## src/rtl/cordic_vec_arb.sv

```systemverilog
// Round-robin front end sharing one pipelined CORDIC vectoring engine among NREQ requesters.
// Credits bound the work in flight, so every returning angle always finds a free slot in the result FIFO.
module cordic_vec_arb #(
    parameter int NREQ  = 4,
    parameter int W     = 32,
    parameter int LAT   = 18,
    parameter int DEPTH = 8
) (
    input  logic                     clk,
    input  logic                     rst_n,
    input  logic [NREQ-1:0]          req_valid,
    output logic [NREQ-1:0]          req_ready,
    input  logic [NREQ*W-1:0]        req_x,
    input  logic [NREQ*W-1:0]        req_y,
    output logic                     eng_valid,
    output logic [W-1:0]             eng_x,
    output logic [W-1:0]             eng_y,
    input  logic [W-1:0]             eng_angle,
    output logic                     res_valid,
    output logic [$clog2(NREQ)-1:0]  res_id,
    output logic [W-1:0]             res_angle,
    input  logic                     res_ready,
    output logic                     busy
);
    localparam int IDW = $clog2(NREQ);
    localparam int CW  = $clog2(DEPTH + 1);
    localparam int AW  = (DEPTH > 1) ? $clog2(DEPTH) : 1;

    logic [IDW-1:0] ptr_reg;
    logic [CW-1:0]  credit_reg;
    logic [NREQ-1:0] grant;
    logic [IDW-1:0] grant_id;
    logic           accept;
    logic           pop;
    int             idx;

    // Scan ptr, ptr+1, ... modulo NREQ and grant the first valid requester.
    always_comb begin
        grant    = '0;
        grant_id = '0;
        accept   = 1'b0;
        idx      = 0;
        if (rst_n && credit_reg != '0) begin
            for (int k = 0; k < NREQ; k++) begin
                idx = int'(ptr_reg) + k;
                if (idx >= NREQ) idx = idx - NREQ;
                if (!accept && req_valid[idx]) begin
                    grant[idx] = 1'b1;
                    grant_id   = IDW'(idx);
                    accept     = 1'b1;
                end
            end
        end
    end

    assign req_ready = grant;

    always_ff @(posedge clk or negedge rst_n) begin
        if (!rst_n) begin
            ptr_reg <= '0;
        end else if (accept) begin
            ptr_reg <= (int'(grant_id) == NREQ - 1) ? '0 : grant_id + 1'b1;
        end
    end

    always_ff @(posedge clk or negedge rst_n) begin
        if (!rst_n) begin
            credit_reg <= CW'(DEPTH);
        end else if (accept && !pop) begin
            credit_reg <= credit_reg - 1'b1;
        end else if (pop && !accept) begin
            credit_reg <= credit_reg + 1'b1;
        end
    end

    assign busy = (credit_reg != CW'(DEPTH));

    logic           eng_valid_reg;
    logic [W-1:0]   eng_x_reg;
    logic [W-1:0]   eng_y_reg;
    logic [IDW-1:0] eng_id_reg;

    always_ff @(posedge clk or negedge rst_n) begin
        if (!rst_n) begin
            eng_valid_reg <= 1'b0;
            eng_x_reg     <= '0;
            eng_y_reg     <= '0;
            eng_id_reg    <= '0;
        end else begin
            eng_valid_reg <= accept;
            if (accept) begin
                eng_x_reg  <= req_x[grant_id*W +: W];
                eng_y_reg  <= req_y[grant_id*W +: W];
                eng_id_reg <= grant_id;
            end
        end
    end

    assign eng_valid = eng_valid_reg;
    assign eng_x     = eng_x_reg;
    assign eng_y     = eng_y_reg;

    // Tag stage 0 captures the issue cycle, so the last stage lines up with eng_angle.
    logic [LAT-1:0] tag_v_reg;
    logic [IDW-1:0] tag_id_reg [LAT];

    always_ff @(posedge clk or negedge rst_n) begin
        if (!rst_n) begin
            tag_v_reg[0]  <= 1'b0;
            tag_id_reg[0] <= '0;
        end else begin
            tag_v_reg[0]  <= eng_valid_reg;
            tag_id_reg[0] <= eng_id_reg;
        end
    end

    genvar gi;
    generate
        for (gi = 1; gi < LAT; gi++) begin : g_tag
            always_ff @(posedge clk or negedge rst_n) begin
                if (!rst_n) begin
                    tag_v_reg[gi]  <= 1'b0;
                    tag_id_reg[gi] <= '0;
                end else begin
                    tag_v_reg[gi]  <= tag_v_reg[gi-1];
                    tag_id_reg[gi] <= tag_id_reg[gi-1];
                end
            end
        end
    endgenerate

    logic push;
    assign push = tag_v_reg[LAT-1];

    logic [IDW-1:0] fifo_id_mem  [DEPTH];
    logic [W-1:0]   fifo_ang_mem [DEPTH];
    logic [AW-1:0]  wr_ptr_reg;
    logic [AW-1:0]  rd_ptr_reg;
    logic [CW-1:0]  count_reg;

    always_ff @(posedge clk) begin
        if (push) begin
            fifo_id_mem[wr_ptr_reg]  <= tag_id_reg[LAT-1];
            fifo_ang_mem[wr_ptr_reg] <= eng_angle;
        end
    end

    always_ff @(posedge clk or negedge rst_n) begin
        if (!rst_n) begin
            wr_ptr_reg <= '0;
            rd_ptr_reg <= '0;
            count_reg  <= '0;
        end else begin
            if (push) begin
                wr_ptr_reg <= (int'(wr_ptr_reg) == DEPTH - 1) ? '0 : wr_ptr_reg + 1'b1;
            end
            if (pop) begin
                rd_ptr_reg <= (int'(rd_ptr_reg) == DEPTH - 1) ? '0 : rd_ptr_reg + 1'b1;
            end
            if (push && !pop) begin
                count_reg <= count_reg + 1'b1;
            end else if (pop && !push) begin
                count_reg <= count_reg - 1'b1;
            end
        end
    end

    // Head fields read as zero while empty so stale RAM contents never show.
    assign res_valid = (count_reg != '0);
    assign res_id    = res_valid ? fifo_id_mem[rd_ptr_reg]  : '0;
    assign res_angle = res_valid ? fifo_ang_mem[rd_ptr_reg] : '0;
    assign pop       = res_valid & res_ready;

endmodule

```

## config.mk

```make
export PLATFORM = sky130hd
export DESIGN_NAME = cordic_vec_arb
export DESIGN_NICKNAME = d
export VERILOG_FILES = /design/src/rtl/cordic_vec_arb.sv
export SDC_FILE = /design/constraint.sdc
export NUM_CORES = 1
export LEC_CHECK = 0
export BUFFER_PORTS_ARGS = -buffer_cell sky130_fd_sc_hd__buf_2
export CAP_MARGIN = 20
export CELL_PAD_IN_SITES_DETAIL_PLACEMENT = 1
export CELL_PAD_IN_SITES_GLOBAL_PLACEMENT = 1
export CORE_AREA = 5 5 170 237
export CTS_BUF_LIST = sky130_fd_sc_hd__clkbuf_8
export CTS_CLUSTER_SIZE = 10
export DETAILED_ROUTE_END_ITERATION = 16
export DIE_AREA = 0 0 175 242
export PLACE_DENSITY_LB_ADDON = 0.3
export SYNTH_ARGS = -nofsm -noshare
export SYNTH_HDL_FRONTEND = slang
export SYNTH_SLANG_ARGS = --single-unit
```

## constraint.sdc

```tcl
create_clock -name clk -period 4.4 [get_ports clk]
set_input_delay 0.44 -clock clk [delete_from_list [all_inputs] [get_ports clk]]
set_output_delay 0.44 -clock clk [all_outputs]
set_load 0.05 [all_outputs]
```

==> results.py, run 1 <==
metrics = {
    "run_status": {
        "outcome": "finished clean",
    },
    "pwr": {
        "power.density_nw_per_um2": 775,
        "p_leak_nw": 8.57,
        "ir_worst_vdd_v": 0.000465,
        "finalPower_mw": 16.2,
    },
    "synth": {
        "synth_top_family_by_area": "multiplexers",
        "synth.top_cells.by_count": "272 x edfxtp_1, 166 x mux2i_1, 136 x dfrtp_1",
        "synth_cell_types": 45,
        "synth.top_cell.area_share_pct": 47.7,
        "synth_edf_count": 272,
        "muxShareOfSynthArea_pct": 19.6,
        "synth_top_area_cell": "edfxtp_1",
        "synth_compound_area_share_pct": 5.15,
        "ys_async_sr_fraction_pct": 33.5,
        "ys_warn_count": 0,
        "synth_seq_area_share_pct": 67.7,
        "synth_most_common_cell": "edfxtp_1",
        "synthTopCellsByArea": "edfxtp_1 48%, dfrtp_1 20%, mux2i_1 9.7%",
        "yosys.area_share.simple_pct": 3.49,
        "synth-main-ff-cell": "edfxtp_1",
        "synth_cells": 989,
        "syn_nets": 1301,
        "syn_area_um2": 17100,
        "avgSynthCellArea_um2": 17.3,
        "synthAdderAreaFrac_pct": 1.33,
        "synthXorXnorAreaFrac_pct": 0.409,
        "yosys_register_bits": 409,
    },
    "worst_setup_path": {
        "ff2ff_path_depth": 8,
        "crit_family": "flip-flops",
        "rrSetupSlack_ps": 790,
        "slowest_delay_ps": 710,
        "cp_data_arrival_time_ps": 3510,
        "reg2reg_from": "ptr_reg[0]",
        "slowest_stage": "dfrtp_1",
        "cp.required_ps": 3960,
        "reg2reg_to": "eng_x[11]",
        "critPathMaxFanout": 15,
        "crit_path_end_kind": "primary output",
        "worstSetupStartpointType": "flip-flop",
        "path_buf_inv": 2,
        "criticalPathCategory": "reg2out",
        "crit_top_cell": "nor2_1",
        "path_cells": "inv_1 > ha_1 > mux4_2 > nor2b_4 > a22oi_1 > nor2_1 > a221oi_1 > nor2_1 > buf_2",
        "worst-path-stages": 9,
    },
    "grt": {
        "overflow": 0,
        "grt_pass1_wl_um": 74900,
        "grt_max_degree": 74,
        "grt.total_usage_pct": 23.1,
        "antenna_found_initial": 18,
        "grt_pass1_vias": 12200,
    },
    "placement": {
        "gp_congestion": 0.943,
        "pre_cts_ws_ps": 782,
        "port_buffers": 399,
        "place_hpwl_um": 34100,
    },
    "sta": {
        "final-max-slew-violation-count": 0,
        "rsz0062_at_grt": "no",
        "finalCritPeriodShare_pct": 89.7,
        "tightest_slew_ps": 1060,
        "hold_viol": 0,
        "setup_tns_ps": 0,
        "setup_ws_ps": 453,
        "fin_crit_ps": 3950,
        "maxSlewHeadroom_pct": 29.4,
        "clock_skew_ps": 19.4,
        "final-setup-viol-count": 0,
        "max_freq_mhz": 253,
    },
    "detailed_routing": {
        "wl_met2_um": 24900,
        "routed_wl_um": 48900,
        "wire_per_inst_um": 25.0,
        "vias": 10700,
        "drt_iter0_markers": 605,
        "remaining_drc_errors": 0,
        "met1Wirelength_um": 18800,
        "drt_pre_antenna_iters": 5,
        "wl_met3_um": 3810,
        "top_layer_used": "met5",
        "ant_nets": 0,
        "viasPerCell": 5.47,
    },
    "die": {
        "dieArea_um2": 42400,
        "die_x_um": 175,
        "rows": 85,
        "coreArea_um2": 38100,
        "ios": 400,
        "fp.dieH_um": 242,
        "start_util_pct": 45.0,
    },
    "clock_network": {
        "clk_latency_ps": 620,
        "cts-root-buf": "clkbuf_8",
        "cts_tree": "built",
        "cts_inserted_buffers": 61,
        "clockBufferDepth": 3,
        "htree_levels": 2,
        "clkTransAtPathRegs_ps": 60,
        "cts_sinks": 409,
        "cts_setup_buffers": 0,
        "ctsResizeCount": 0,
        "cts_hold_buf": 0,
    },
    "layout": {
        "fillers": 3743,
        "final_nets": 1729,
        "drive_above_1_share_pct": 41.8,
        "syn_to_final_growth_pct": 22.3,
        "fin_util_pct": 55.0,
        "largest_reg_flops": 256,
    },
    "run": {
        "drv_cap": 0,
    },
    "hold_path": {
        "hold_class": "in2async",
    },
}
-- worst reg2reg max path: cells and delay by family (launching register included) --
family / cells / cell delay, ps
AOI/OAI and AO/OA: 3 / 860
adders and majority gates: 1 / 430
buffers and inverters: 2 / 660
DFF: 1 / 710
muxes: 2 / 800
-- cells by family after synthesis --
family,after synthesis
flops,409
fa+ha+maj,17
compound gates,95
buf+inv,68
simple gates,147
mux,245
xor+xnor,8
-- worst max path at each step --
stage             startpoint                  to  slack (ps)
2_1_floorplan  wr_ptr_reg[1]  fifo_ang_mem[0][0]        1020
3_3_place_gp      ptr_reg[0]           eng_x[28]         920
3_5_place_dp      ptr_reg[0]           eng_x[11]         780
4_1_cts           ptr_reg[0]        req_ready[2]         400
5_1_grt           ptr_reg[0]        req_ready[1]         170
6_report          ptr_reg[0]        req_ready[1]         450
-- layout make-up --
type,count,area (um2),share of cell area [%]
flip-flops and latches,409,11600,55.4
multi-input cells,512,5210,24.9
diodes,10,25.0,0.120
clock buffers,73,1000,4.80
repair buffers,423,2230,10.7
well taps,478,598,2.86
inverters,10,37.5,0.179
clock inverters,42,228,1.09
-- power by group --
part	internal (mW)	leakage [nW]	total (mW)	switching, mW
Clock	1.62	0.742	3.06	1.43
Combinational	2.54	3.72	7.38	4.84
Sequential	5.10	4.10	5.79	0.692
Total	9.26	8.57	16.2	6.96
-- metrics by stage --
stage	instances	hold WS [ps]	area, um2
2_1_floorplan	989	144	17100
6_report	1957	80.1	20900
3_3_place_gp	1832	333	19700
3_5_place_dp	1832	336	19700
4_1_cts	1947	36.8	20900
5_1_grt	1952	52.8	20900
-- metal layers --
metal | vias up | global-route usage, %
met5 | - | 0
met4 | 10 | 7.54
met3 | 82 | 6.03
met2 | 424 | 39.6
met1 | 5408 | 28.7
li1 | 4773 | -
-- layout by cell type (no fill, tap or decap), types with 4 or more instances in the layout --
cell type / synthesis / final
a21o_1: 5 / 5
a221oi_1: 20 / 20
a221oi_2: 12 / 12
a22oi_1: 4 / 4
buf_12: 3 / 4
buf_2: 8 / 398
buf_4: 7 / 20
clkbuf_8: 0 / 73
clkinv_1: 1 / 6
clkinv_2: 0 / 4
dfrtp_1: 136 / 133
diode_2: 0 / 10
edfxtp_1: 272 / 272
ha_1: 15 / 15
inv_1: 8 / 37
mux2_2: 6 / 6
mux2i_1: 166 / 166
mux4_2: 71 / 71
nand2_1: 49 / 49
nor2_1: 83 / 77
nor2_4: 0 / 6
o221ai_1: 36 / 36
xnor2_1: 5 / 5
No activity file was read; power rests on OpenSTA's default activity.
==> run 2, diff against run 1 <==
--- a/config.mk
+++ b/config.mk
@@ -5,15 +5,16 @@
 export SDC_FILE = /design/constraint.sdc
 export NUM_CORES = 1
 export LEC_CHECK = 0
+export ABC_AREA = 1
 export BUFFER_PORTS_ARGS = -buffer_cell sky130_fd_sc_hd__buf_2
 export CAP_MARGIN = 20
 export CELL_PAD_IN_SITES_DETAIL_PLACEMENT = 1
 export CELL_PAD_IN_SITES_GLOBAL_PLACEMENT = 1
-export CORE_AREA = 5 5 170 237
+export CORE_AREA = 5 5 181 252
 export CTS_BUF_LIST = sky130_fd_sc_hd__clkbuf_8
 export CTS_CLUSTER_SIZE = 10
 export DETAILED_ROUTE_END_ITERATION = 16
-export DIE_AREA = 0 0 175 242
+export DIE_AREA = 0 0 186 257
 export PLACE_DENSITY_LB_ADDON = 0.3
 export SYNTH_ARGS = -nofsm -noshare
 export SYNTH_HDL_FRONTEND = slang
==> run 2 against run 1 <==
Net effect:
- via count grew 39%
- die area grew 13%
- fmax grew 11%
- synthesized cell count grew 83%
- critical path type is now reg2reg
- first-iteration DRC count grew 17%
- clock skew grew 15 ps
- non-clock buffer count grew 4
- combinational power grew 21%
- total power grew 9.6%
- worst hold slack lost 19 ps
- sequential cell count is the same
- register-to-register slack gained 70 ps
==> results.py, run 2 <==
metrics = {
    "run_status": {
        "outcome": "finished clean",
    },
    "placement": {
        "place_hpwl_um": 40200,
        "gp_congestion": 0.879,
        "port_buffers": 399,
    },
    "worst_setup_path": {
        "critPathMaxFanout": 35,
        "cp.required_ps": 4980,
        "cp_data_arrival_time_ps": 4120,
        "worstSetupStartpointType": "flip-flop",
        "criticalPathCategory": "reg2reg",
        "startpoint": "ptr_reg[0]",
        "reg2reg_from": "ptr_reg[0]",
        "crit_path_end_kind": "flip-flop",
    },
    "run": {
        "drv_cap": 0,
    },
    "die": {
        "rows": 90,
        "die_x_um": 186,
        "fp.dieH_um": 257,
        "dieArea_um2": 47800,
        "ios": 400,
        "coreArea_um2": 43000,
        "start_util_pct": 42.4,
    },
    "synth": {
        "yosys_register_bits": 409,
        "ys_async_sr_fraction_pct": 33.5,
        "synthAdderAreaFrac_pct": 1.25,
        "yosys.area_share.simple_pct": 15.9,
        "synth_seq_area_share_pct": 63.6,
        "synth-main-ff-cell": "edfxtp_1",
        "syn_area_um2": 18200,
        "synth_most_common_cell": "nand2_1",
        "synth_top_family_by_area": "simple AND/OR/NAND/NOR gates",
        "synth_cells": 1810,
        "synth.top_cell.area_share_pct": 44.8,
        "synth_top_area_cell": "edfxtp_1",
        "muxShareOfSynthArea_pct": 0,
        "synth_cell_types": 38,
        "avgSynthCellArea_um2": 10.1,
        "synthXorXnorAreaFrac_pct": 0.288,
        "syn_nets": 2122,
        "synth.top_cells.by_count": "362 x nand2_1, 272 x edfxtp_1, 225 x nor2_1",
        "synth_edf_count": 272,
        "ys_warn_count": 0,
        "synth_compound_area_share_pct": 12.1,
        "synthTopCellsByArea": "edfxtp_1 45%, dfrtp_1 19%, nand2_1 7.4%",
    },
    "clock_network": {
        "cts_setup_buffers": 0,
        "htree_levels": 2,
        "clkTransAtPathRegs_ps": 70,
        "clockBufferDepth": 3,
        "clk_latency_ps": 660,
        "cts_inserted_buffers": 61,
        "cts_tree": "built",
        "cts_sinks": 409,
        "cts-root-buf": "clkbuf_8",
    },
    "detailed_routing": {
        "drt_iter0_markers": 709,
        "wire_per_inst_um": 21.0,
        "remaining_drc_errors": 0,
        "routed_wl_um": 59200,
        "ant_nets": 0,
        "drt_pre_antenna_iters": 5,
        "vias": 14800,
        "viasPerCell": 5.26,
    },
    "sta": {
        "max_freq_mhz": 282,
        "rsz0062_at_grt": "no",
        "setup_tns_ps": 0,
        "final-max-slew-violation-count": 0,
        "finalCritPeriodShare_pct": 80.5,
        "hold_viol": 0,
        "final-setup-viol-count": 0,
        "clock_skew_ps": 34.3,
        "tightest_slew_ps": 969,
        "fin_crit_ps": 3540,
        "maxSlewHeadroom_pct": 35.3,
    },
    "grt": {
        "grt_pass1_vias": 15900,
        "overflow": 0,
        "antenna_found_initial": 33,
        "grt_max_degree": 171,
        "grt.total_usage_pct": 24.1,
        "grt_pass1_wl_um": 89200,
    },
    "layout": {
        "syn_to_final_growth_pct": 20.7,
        "final_cell_mix": "398 x buf_2, 362 x nand2_1, 272 x edfxtp_1, 217 x nor2_1, 210 x inv_1",
        "drive_above_1_share_pct": 24.6,
        "largest_reg_flops": 256,
        "final_nets": 2502,
        "final_common_cell": "buf_2",
        "fin_util_pct": 51.2,
    },
    "hold_path": {
        "min_from": "eng_angle[2]",
        "hold_class": "in2reg",
    },
    "pwr": {
        "p_leak_nw": 9.81,
        "power_frac_comb_pct": 50.3,
        "switching_share_pct": 49.3,
        "p_sw_mw": 8.76,
        "ir_worst_vdd_v": 0.000423,
        "power.density_nw_per_um2": 807,
        "p_seq_share_pct": 32.2,
        "p_clk_share_pct": 17.5,
        "internal_power_mw": 9.01,
    },
}
run 2: repair_timing:
item	4_1_cts	5_1_grt
hold buffers	2	0
endpoints found under the hold margin	5	0
resized for setup	0	0
run 2: through the flow:
step                      hold slack (ps)  power (mW)  cells  area, um2  worst slack, ps
after floorplan                       144        12.3   1810      18200             1370
after global placement                335        14.4   2676      20700              982
after detailed placement              336        14.8   2676      20700              833
after CTS                            2.44        18.0   2791      21900              831
after global routing                 22.0        18.9   2803      22000              484
final                                61.0        17.8   2815      22000              858
run 2: final timing paths:
check	end	slack (ps)	depth (start not counted)
max	credit_reg[3]	860	17
min reg2reg	push	320	0
max in group asynchronous	eng_x[19]	2330	4
min in group asynchronous	credit_reg[1]	540	3
min	fifo_ang_mem[1][2]	60	1
max reg2reg	credit_reg[3]	860	17
run 2: cell families (layout without fill, tap and decap cells):
kind of cell,Yosys count,after routing
AO/OA/AOI/OAI,369,369
XOR/XNOR,6,6
adder cells (fa/ha/maj),17,17
buffers and inverters,305,735
flip-flops,409,409
other,0,23
AND/OR/NAND/NOR,704,704
run 2: power by group through the flow:
stage,clock network [mW],logic (mW),registers (mW)
floorplan,0,5.62,6.63
global placement,0,8.70,5.74
detailed placement,0,8.99,5.79
CTS,3.20,9.02,5.73
global route,3.38,9.70,5.82
finish,3.12,8.93,5.72
run 2: final cells by class:
type | count | area [um2]
timing repair buffer | 427 | 2280
clock inverter | 42 | 248
clock buffer | 71 | 977
fill | 4929 | 21000
tap | 552 | 691
sequential | 409 | 11600
antenna | 23 | 57.6
inverter | 195 | 736
multi-input combinational | 1096 | 5440
run 2: metal layers:
| layer | part of all wire [%] | vias up | wire (um) | GRT usage (%) |
|---|---|---|---|---|
| li1 | - | 6908 | - | - |
| met1 | 36 | 7256 | 21300 | 27.7 |
| met2 | 51 | 511 | 30400 | 42.2 |
| met3 | 9.2 | 126 | 5450 | 7.29 |
| met4 | 3.2 | 16 | 1900 | 8.40 |
| met5 | 0.17 | - | 103 | 0 |
run 2: worst max-delay path, cell delays in order, from the launching register on:
cell	delay (ps)
dfrtp_1	600
inv_4	140
ha_1	400
nand3_1	150
nand2_2	130
nor2_4	60
nand3_2	80
nand2_4	60
inv_2	480
ha_1	330
ha_1	280
nand2_1	80
nor2_1	40
a211oi_1	260
nor2_1	70
nor2_1	90
nand2_1	70
xor2_1	150
==> run 3, diff against run 2 <==
--- a/config.mk
+++ b/config.mk
@@ -5,16 +5,16 @@
 export SDC_FILE = /design/constraint.sdc
 export NUM_CORES = 1
 export LEC_CHECK = 0
-export ABC_AREA = 1
+export ABC_AREA = 0
 export BUFFER_PORTS_ARGS = -buffer_cell sky130_fd_sc_hd__buf_2
 export CAP_MARGIN = 20
 export CELL_PAD_IN_SITES_DETAIL_PLACEMENT = 1
 export CELL_PAD_IN_SITES_GLOBAL_PLACEMENT = 1
-export CORE_AREA = 5 5 181 252
+export CORE_AREA = 5 5 170 237
 export CTS_BUF_LIST = sky130_fd_sc_hd__clkbuf_8
 export CTS_CLUSTER_SIZE = 10
 export DETAILED_ROUTE_END_ITERATION = 16
-export DIE_AREA = 0 0 186 257
+export DIE_AREA = 0 0 175 242
 export PLACE_DENSITY_LB_ADDON = 0.3
 export SYNTH_ARGS = -nofsm -noshare
 export SYNTH_HDL_FRONTEND = slang
==> constraint.sdc (replaced) <==
create_clock -name clk -period 3.27 [get_ports clk]
set_input_delay 0.327 -clock clk [delete_from_list [all_inputs] [get_ports clk]]
set_output_delay 0.327 -clock clk [all_outputs]
set_load 0.05 [all_outputs]
==> run 3 against run 2 <==
Net effect:
- sequential share of layout area increased by 1.3 points
- register-to-register slack got worse by 370 ps
- sequential power grew 34%
- total power up 25%
- routed wire length shrank 13%
- core utilization is 5.3 points higher
- final cell count decreased by 28%
- combinational power grew 16%
- critical path type is now reg2out
- global-route usage up 0.22 points
- clock power is 34% higher
- non-clock buffer count is 40 higher
- first-iteration DRC count is 6.2% lower
==> results.py, run 3 (same netlist as run 1, synthesis figures left out) <==
metrics = {
    "run_status": {
        "outcome": "finished clean",
    },
    "worst_setup_path": {
        "cp_data_arrival_time_ps": 2770,
        "crit_path_end_kind": "primary output",
        "criticalPathCategory": "reg2out",
        "critPathMaxFanout": 6,
        "path_buf_inv": 2,
        "crit_top_cell": "nor2_1",
        "slowest_stage": "mux4_2",
        "worstSetupStartpointType": "flip-flop",
        "slowest_delay_ps": 580,
        "cp.required_ps": 2940,
        "path_cells": "inv_2 > ha_4 > mux4_2 > nor2b_4 > a22oi_1 > nor2_1 > a221oi_1 > nor2_1 > buf_6",
        "crit_family": "multiplexers",
    },
    "clock_network": {
        "cts_tree": "built",
        "htree_levels": 3,
        "clk_latency_ps": 610,
        "clockBufferDepth": 3,
        "cts_sinks": 409,
        "clkTransAtPathRegs_ps": 60,
        "cts_inserted_buffers": 66,
        "cts-root-buf": "clkbuf_8",
    },
    "hold_path": {
        "hold_class": "in2reg",
    },
    "sta": {
        "rsz0062_at_grt": "no",
        "holdWs_ps": 65.5,
        "clock_skew_ps": 28.3,
        "finalCritPeriodShare_pct": 94.6,
        "fin_crit_ps": 3090,
        "max_freq_mhz": 323,
        "tightest_slew_ps": 908,
        "setup_tns_ps": 0,
        "hold_viol": 0,
        "maxSlewHeadroom_pct": 39.4,
        "final-max-slew-violation-count": 0,
        "final-setup-viol-count": 0,
    },
    "layout": {
        "final_common_cell": "buf_2",
        "final_cell_mix": "394 x buf_2, 272 x edfxtp_1, 166 x mux2i_1, 132 x dfrtp_1, 77 x nor2_1",
        "multi_input_comb_area_um2": 5250,
        "regArea_um2": 11600,
        "syn_to_final_growth_pct": 25.6,
        "drive_above_1_share_pct": 41.8,
        "largest_reg_flops": 256,
        "final_nets": 1778,
        "fillers": 3752,
    },
    "grt": {
        "grt_pass1_wl_um": 77800,
        "grt.total_usage_pct": 24.3,
        "grt_max_degree": 75,
        "grt_pass1_vias": 12700,
        "grt_util_met2_pct": 40.9,
        "top_usage_layer": "met2",
        "overflow": 0,
        "grt_util_met1_pct": 28.5,
        "antenna_found_initial": 29,
        "met3_usage_pct": 8.29,
    },
    "die": {
        "rows": 85,
        "fp.dieH_um": 242,
        "coreArea_um2": 38100,
        "dieArea_um2": 42400,
        "start_util_pct": 45.0,
        "die_x_um": 175,
        "ios": 400,
    },
    "detailed_routing": {
        "vias": 11100,
        "wire_per_inst_um": 25.5,
        "routed_wl_um": 51400,
        "drt_iter0_markers": 665,
        "remaining_drc_errors": 0,
        "drt_pre_antenna_iters": 5,
        "ant_nets": 0,
        "viasPerCell": 5.53,
    },
    "pwr": {
        "p_leak_nw": 8.77,
        "ir_worst_vdd_v": 0.000613,
        "power.density_nw_per_um2": 1040,
        "finalPower_mw": 22.3,
    },
    "placement": {
        "place_hpwl_um": 35200,
        "port_buffers": 399,
        "gp_congestion": 0.919,
    },
    "run": {
        "drv_cap": 0,
    },
}
## run 3: worst paths after layout
path	startpoint	endpoint	slack [ps]	cells after the start
min reg2reg	tag_id_reg[10]	tag_id_reg[8]	320	0
min in group asynchronous	rst_n	eng_x[20]	620	3
max in group asynchronous	rst_n	rd_ptr_reg[0]	1100	4
min	req_x[77]	eng_x[13]	70	3
max reg2reg	count_reg[0]	count_reg[3]	490	11
max	ptr_reg[0]	req_ready[0]	180	9
## run 3: what timing repair did
item,CTS,global route
endpoints found under the setup margin,4,4
hold buffers,33,0
resized for setup,10,3
setup buffers,1,1
pin swaps,0,2
endpoints found under the hold margin,318,0
## run 3: per-layer routing
layer / up-vias / routed length [um] / share of wire (%)
met5: - / 77 / 0.15
met4: 14 / 1880 / 3.7
met3: 116 / 5240 / 10
met2: 499 / 26000 / 51
met1: 5611 / 18200 / 35
li1: 4890 / - / -
## run 3: where the power goes
| part | leakage, nW | internal [mW] | switching, mW |
|---|---|---|---|
| registers | 4.10 | 6.87 | 0.821 |
| logic | 3.94 | 3.61 | 6.76 |
| clock network | 0.728 | 2.15 | 2.04 |
| total | 8.77 | 12.6 | 9.63 |
## run 3: worst register-to-register path, delay by kind of cell, from the launching register on
kind                     cells  cell delay (ps)
AND/OR/NAND/NOR              3              810
adder cells (fa/ha/maj)      2              550
flip-flops                   1              450
AO/OA/AOI/OAI                2              380
XOR/XNOR                     2              290
buffers and inverters        2              190
## run 3: cell type report
class | instances | area share, %
Sequential cell | 409 | 54.0
Multi-Input combinational cell | 512 | 24.4
Timing Repair Buffer | 467 | 12.6
Clock buffer | 69 | 4.42
Tap cell | 478 | 2.78
Clock inverter | 51 | 1.39
Antenna cell | 18 | 0.210
Inverter | 10 | 0.175
## run 3: per-stage QoR
step,setup slack [ps],instances,utilization [%],instance area (um2)
floorplan,108,989,-,17100
global placement,319,1841,52.0,19800
detailed placement,214,1841,52.0,19800
CTS,6.06,1995,56.3,21400
global route,35.9,2004,56.4,21500
finish,176,2014,56.5,21500
